`config.mk`:
```
export PLATFORM = sky130hd
export DESIGN_NAME = hazard_forward_unit
export DESIGN_NICKNAME = d
export VERILOG_FILES = /design/src/rtl/hazard_forward_unit.sv
export SDC_FILE = /design/constraint.sdc
export NUM_CORES = 1
export LEC_CHECK = 0
export ABC_CLOCK_PERIOD_IN_PS = 3200
export BUFFER_PORTS_ARGS = -buffer_cell sky130_fd_sc_hd__buf_2
export CAP_MARGIN = 20
export CORE_MARGIN = 3
export CORE_UTILIZATION = 35
export DETAILED_ROUTE_END_ITERATION = 10
export PLACE_DENSITY = 0.7
export SYNTH_ARGS = -nofsm -noshare
export SYNTH_HDL_FRONTEND = slang
export SYNTH_SLANG_ARGS = --single-unit
```
`constraint.sdc`:
```
create_clock -name clk -period 3.2 [get_ports clk]
set_input_delay 0.64 -clock clk [delete_from_list [all_inputs] [get_ports clk]]
set_output_delay 0.64 -clock clk [all_outputs]
set_load 0.1 [all_outputs]
```
`src/rtl/hazard_forward_unit.sv`:
```
// Load-use hazard detection and registered forwarding-select generation for a
// 5-stage MIPS pipeline; tracks EX/MEM destination so selects hold through EX.
module hazard_forward_unit #(
    parameter int STALL_CYCLES = 1,
    parameter int CNT_W        = 16
) (
    input  logic             clk,
    input  logic             rst,
    input  logic [4:0]       IFtoID_Rs,
    input  logic [4:0]       IFtoID_Rt,
    input  logic             IFtoID_UsesRt,
    input  logic [4:0]       IDtoEX_WriteReg,
    input  logic             IDtoEX_RegWrite,
    input  logic             IDtoEX_MemRead,
    input  logic             BranchFlush,
    output logic             PCWrite,
    output logic             IFtoIDWrite,
    output logic             IDtoEXFlush,
    output logic [1:0]       ForwardA,
    output logic [1:0]       ForwardB,
    output logic [CNT_W-1:0] StallCount
);

    localparam int HCW = (STALL_CYCLES > 1) ? $clog2(STALL_CYCLES) + 1 : 1;
    localparam logic [HCW-1:0] HOLD_INIT = HCW'(STALL_CYCLES - 1);

    typedef enum logic {RUN, HOLD} state_e;

    state_e           state_q, state_d;
    logic [HCW-1:0]   hold_cnt_q, hold_cnt_d;
    logic [4:0]       mem_dest_q;
    logic             mem_rw_q;
    logic [1:0]       fwd_a_q, fwd_a_d, fwd_b_q, fwd_b_d;
    logic [CNT_W-1:0] stall_cnt_q, stall_cnt_d;
    logic             hazard, stall;

    // EX/MEM (instruction now in EX) is newer than MEM/WB, so it wins.
    function automatic logic [1:0] fwd_sel(
        input logic [4:0] src,
        input logic       ex_rw,
        input logic [4:0] ex_dest,
        input logic       mm_rw,
        input logic [4:0] mm_dest
    );
        if (ex_rw && ex_dest != 5'd0 && ex_dest == src)
            return 2'b10;
        else if (mm_rw && mm_dest != 5'd0 && mm_dest == src)
            return 2'b01;
        else
            return 2'b00;
    endfunction

    assign hazard = IDtoEX_MemRead & IDtoEX_RegWrite & (IDtoEX_WriteReg != 5'd0) &
                    ((IDtoEX_WriteReg == IFtoID_Rs) |
                     (IFtoID_UsesRt & (IDtoEX_WriteReg == IFtoID_Rt)));

    always_comb begin
        state_d    = state_q;
        hold_cnt_d = hold_cnt_q;
        stall      = 1'b0;
        case (state_q)
            RUN: begin
                stall = hazard;
                if (hazard && STALL_CYCLES > 1) begin
                    state_d    = HOLD;
                    hold_cnt_d = HOLD_INIT;
                end
            end
            HOLD: begin
                stall      = 1'b1;
                hold_cnt_d = hold_cnt_q - HCW'(1);
                if (hold_cnt_q == HCW'(1)) begin
                    state_d    = RUN;
                    hold_cnt_d = '0;
                end
            end
            default: state_d = RUN;
        endcase
        // A taken branch squashes the stalled instruction, so the stall is moot.
        if (BranchFlush) begin
            stall      = 1'b0;
            state_d    = RUN;
            hold_cnt_d = '0;
        end
        if (rst)
            stall = 1'b0;
    end

    always_comb begin
        fwd_a_d = fwd_sel(IFtoID_Rs, IDtoEX_RegWrite, IDtoEX_WriteReg, mem_rw_q, mem_dest_q);
        fwd_b_d = fwd_sel(IFtoID_Rt, IDtoEX_RegWrite, IDtoEX_WriteReg, mem_rw_q, mem_dest_q);
        if (stall || BranchFlush) begin
            fwd_a_d = 2'b00;
            fwd_b_d = 2'b00;
        end
        stall_cnt_d = stall_cnt_q;
        if (stall && stall_cnt_q != '1)
            stall_cnt_d = stall_cnt_q + CNT_W'(1);
    end

    always_ff @(posedge clk) begin
        if (rst) begin
            state_q     <= RUN;
            hold_cnt_q  <= '0;
            mem_dest_q  <= 5'd0;
            mem_rw_q    <= 1'b0;
            fwd_a_q     <= 2'b00;
            fwd_b_q     <= 2'b00;
            stall_cnt_q <= '0;
        end else begin
            state_q     <= state_d;
            hold_cnt_q  <= hold_cnt_d;
            mem_dest_q  <= IDtoEX_WriteReg;
            mem_rw_q    <= IDtoEX_RegWrite;
            fwd_a_q     <= fwd_a_d;
            fwd_b_q     <= fwd_b_d;
            stall_cnt_q <= stall_cnt_d;
        end
    end

    assign PCWrite     = ~stall;
    assign IFtoIDWrite = ~stall;
    assign IDtoEXFlush = stall;
    assign ForwardA    = fwd_a_q;
    assign ForwardB    = fwd_b_q;
    assign StallCount  = stall_cnt_q;

endmodule
```
# After elaboration in Yosys (flattened, before gate mapping)
# Index checks and enable logic that the tools add are counted.
[totals]
regBits = 28
latch_bits = 0
ramBits = 0
rom_bits = 0
elab_cells = 47
n_memories = 0
[op_classes]
add_sub_neg = 2
multipliers = 0
div = 0
magnitude_cmp = 0
eq_ne = 5
shift = 0
muxes = 9
bitwise = 7
n_reduce_logical = 15
[ops]
columns = ["op", "n"]
rows = [
  ["$eq 5x5->1", 4],
  ["$add 16x1->16 const B", 1],
  ["$ne 16x16->1 const B", 1],
  ["$reduce_bool 5->1", 2],
  ["$reduce_or 3->1", 3],
  ["$logic_and 1x1->1", 7],
  ["$mux 1", 6],
  ["$and 1x1->1", 4],
  ["$mux 2", 2],
  ["$reduce_or 2->1", 2],
  ["$not 1->1", 2],
  ["$pmux 1 s2", 1],
  ["$logic_or 1x1->1", 1],
  ["$or 1x1->1", 1],
  ["$sub 1x1->1 const B", 1],
]

# Depth between registers and ports, before layout
[logic_depth]
depth_word = 9
mapped_depth = 7
ltp_nobuf = 7

# Least setup slack after synthesis
# Ideal clock, no wire load.
[synth_path]
kind = "in2out"
start = "input port IDtoEX_WriteReg[0]"
end = "output port IDtoEXFlush"
arrival_ns = 5.034
required_ns = 2.560
slack_ns = -2.474
cell_stages = 6
path_cell_list = "or4_1 o21a_1 nand2_1 a21oi_4 o21ai_0 inv_1"
[synth_between]
elab_chain_cells = 7
word_cells_on_any_way = 10
cone_classes = "eq/ne: 2; mux: 3; bitwise: 4; reduce/logical: 1"
[synth_lines]
columns = ["item", "line_no", "rtl"]
rows = [
  ["start, declared", "12", "input logic [4:0] IDtoEX_WriteReg,"],
  ["$eq 5x5->1", "55", "(IFtoID_UsesRt & (IDtoEX_WriteReg == IFtoID_Rt)));"],
  ["$and 1x1->1", "55", ""],
  ["$or 1x1->1", "54", "((IDtoEX_WriteReg == IFtoID_Rs) |"],
  ["$and 1x1->1 (*)", "53", "assign hazard = IDtoEX_MemRead & IDtoEX_RegWrite & (IDtoEX_WriteReg != 5'd0) &"],
  ["$pmux 1 s2 (*)", "61", "case (state_q)"],
  ["$mux 1 (*)", "80", "if (BranchFlush) begin"],
  ["$mux 1 (*)", "85", "if (rst)"],
  ["end, declared", "18", "output logic IDtoEXFlush,"],
]
# Mark *: on every way between the ends. The rest lies on a longest branch, timed or not.

# Worst setup path in the final report
# Ends and elaborated chain as after synthesis.

==> impl_metrics.toml <==
[run]
drv.max_cap_violation_count = 0

[clocking]
post_cts_hold_buffer_count = 0
post_cts.resized_instances = 0
clock_tree_from_tritoncts = "done"
numCtsBuffers = 3
clock_tree.buffer_depth = 2
htree_levels = 1
clk_latency_ns = 0.27
cts_post_setup_buffers_inserted = 0
numClockSinks = 28
master_cell_of_the_clock_root_buffer = "sky130_fd_sc_hd__clkbuf_8"
cts.reportedPaths.clkPinSlew_ns = 0.09

[timing]
clock-skew-final_ns = 0.00451
layout_worst_path_cycle_share_pct = 88.8
tightest_slew_ns = 0.489
hold_violations = 0
finalCriticalPeriod_ns = 2.84
setup_viol_count_final = 0
fmaxAchievable_mhz = 352
fin_ws_ns = 0.357
worst_slew_margin_rel_pct = 67.6
finalMaxSlewViolations = 0
rsz0062_at_grt = "no"
timing.setup.tns_ns = 0

[floorplanning]
die_w_microns = 69.3
coreArea_sq_um = 3770
fp-row-count = 22
pin_count = 44
die-height_microns = 69.3
fp.dieArea_sq_um = 4800
start_util_pct = 37.2

[hold_path]
worstHoldPathType = "reg -> reg"

[critical_path]
startpoint_type = "primary input"
path_max_fanout = 8
cp.buffers_inverters = 3
category_of_the_critical_setup_timing_path = "in -> out"
timing.critical_path.cells = "buf_2, or4_1, o21a_1, nand2_1, a21oi_4, o21ai_4, inv_1, buf_12"
setup.worst_path.end_class = "output port"
critical-path-top-delay-family = "simple AND/OR/NAND/NOR gates"
worst-r2r-setup-slack_ns = 1.32
worst_path_max_delay_cell = "sky130_fd_sc_hd__or4_1"
worstPathRequired_ns = 2.56
worstPathArrival_ns = 2.20
critical-path-max-stage-delay_ns = 0.52

[global_route]
antenna_violations_before_repair = 0
largest_net_degree_at_the_start_of_global_routing = 27
grt_pass1_wl_microns = 5330
grt_most_used_layer = "met2"
grt.total_usage_pct = 13.2
globalRouteMet2Util_pct = 21.8
grt_overflow = 0
met1_usage_pct = 17.3
grt_use_met3_pct = 4.20
grt_pass1_vias = 1161

[power]
switching_share_pct = 23.2
share_seq_of_total_power_pct = 55.8
peakVddDrop_mv = 0.280
internal_power_of_the_cells_uw = 491
clock_power_share_pct = 33.8
power.net_switching_uw = 148
p_per_area_nw_per_um2 = 362
p_leak_uw = 0.000706
power_frac_comb_pct = 10.3

[route]
avgViaCountPerCell = 5.16
totalWireLength_microns = 3170
wl_per_cell_microns = 12.7
detailedRoute.firstIterationViolations = 38
drc = 0
vias = 1286
route.antenna.remaining_nets = 0
drt_first_pass_iters = 4

[placement]
placed_cells_incl_taps = 245
io_buffers = 43
hpwlAfterDp_microns = 2510
placement.setup.worst_slack_ns = 0.363
routability_cong = 0.932
detailed_place.area_sq_um = 1710

[cells_and_area]
num-fill-cells = 369
final_common_cell = "sky130_fd_sc_hd__buf_2"
post_layout_nonfiller_instances = 249
insertedDiodeCount = 0
multiInputGateArea_sq_um = 812
finish.instance_area_sq_um = 1770
growth_of_design_area_from_synthesis_to_finish_pct = 26.0
layout-drive-gt1-share_pct = 26.4
final_net_count = 224
most_used_cells_in_the_layout_excluding_fill_and_tap_cells = "40 x sky130_fd_sc_hd__buf_2, 28 x sky130_fd_sc_hd__dfxtp_1, 15 x sky130_fd_sc_hd__xor2_1"
final-seq-area_sq_um = 561

[synth]
ys.warnings.count = 0
netlist_area_sq_um = 1400
mappedNetlistNets = 181
yosysTopAreaCellShare_pct = 40.0
synth_cell_types = 30
synth.yosys.seq_area_share_pct = 40.0
syn_avg_cell_area_sq_um = 8.82
yosys_register_bits = 28
synth.largest_area_cell = "sky130_fd_sc_hd__dfxtp_1"
synth_area_leaders = "sky130_fd_sc_hd__dfxtp_1 40%, sky130_fd_sc_hd__xor2_1 9.4%, sky130_fd_sc_hd__xnor2_1 6.9%"
synthesis.instances = 159

[run_status]
outcome = "complete, no violations"
[layer usage]
metal,vias up,wire (microns)
met3,2,150
met1,604,1510
met5,-,0
met2,25,1490
li1,655,-
met4,0,14
[logic make-up after synthesis]
family | Yosys count | share of synthesized area (%)
compound gates | 31 | 14.5
xor+xnor | 26 | 16.2
fa+ha+maj | 1 | 0.892
buf+inv | 10 | 2.94
flops | 28 | 40.0
mux | 1 | 0.714
simple gates | 62 | 24.8
[per-stage QoR]
step / utilization, % / power, uW / hold WS, ns
2_1_floorplan: - / 403 / 0.419
3_3_place_gp: 45.4 / 430 / 0.427
3_5_place_dp: 45.4 / 431 / 0.441
4_1_cts: 46.8 / 650 / 0.458
5_1_grt: 46.8 / 670 / 0.470
6_report: 46.8 / 639 / 0.459
[synthesized netlist by cell type]
master	n
sky130_fd_sc_hd__dfxtp_1	28
sky130_fd_sc_hd__xor2_1	15
sky130_fd_sc_hd__nor2_1	13
sky130_fd_sc_hd__o21ai_0	11
sky130_fd_sc_hd__xnor2_1	11
sky130_fd_sc_hd__a21oi_1	9
sky130_fd_sc_hd__nor2b_1	9
sky130_fd_sc_hd__nand4_1	8
sky130_fd_sc_hd__or3_1	7
sky130_fd_sc_hd__inv_1	5
sky130_fd_sc_hd__nand2_1	5
sky130_fd_sc_hd__nand3_1	5
sky130_fd_sc_hd__clkbuf_1	4
sky130_fd_sc_hd__nor3_1	4
sky130_fd_sc_hd__or4_1	4
sky130_fd_sc_hd__nor4_1	3
sky130_fd_sc_hd__o31ai_1	3
sky130_fd_sc_hd__and4_1	2
sky130_fd_sc_hd__o211ai_2	2
sky130_fd_sc_hd__a21oi_4	1
sky130_fd_sc_hd__a31oi_1	1
sky130_fd_sc_hd__buf_4	1
sky130_fd_sc_hd__ha_1	1
sky130_fd_sc_hd__mux2i_1	1
sky130_fd_sc_hd__nor3_2	1
sky130_fd_sc_hd__nor4b_1	1
sky130_fd_sc_hd__o2111ai_1	1
sky130_fd_sc_hd__o211ai_1	1
sky130_fd_sc_hd__o21a_1	1
sky130_fd_sc_hd__o21ai_2	1
[registers in the layout, summed over array words and instances (netlist names)]
name        count
ForwardB        2
mem_dest_q      5
state_q         1
mem_rw_q        1
ForwardA        2
hold_cnt_q      1
StallCount     16
[layout make-up]
class,instances,area share (%)
repair buffers,43,14.7
flip-flops and latches,28,31.7
well taps,48,3.40
multi-input cells,121,46.0
clock buffers,4,3.12
inverters,5,1.06
[worst paths after layout]
kind	start	cells after the start	endpoint
worst max-delay path	IDtoEX_WriteReg[0]	8	IDtoEXFlush
worst min-delay path	hold_cnt_q	1	state_q
worst max register to register	StallCount[0]	7	StallCount[1]
worst min register to register	hold_cnt_q	1	state_q
[power groups by stage]
stage	logic, uW	registers, uW	clock network, uW
3_5_place_dp	66.0	365	0
4_1_cts	66.2	357	227
6_report	65.9	357	216
2_1_floorplan	37.3	365	0
3_3_place_gp	65.5	365	0
5_1_grt	72.6	357	240
Note: power is estimated with default switching activity, not from simulation.
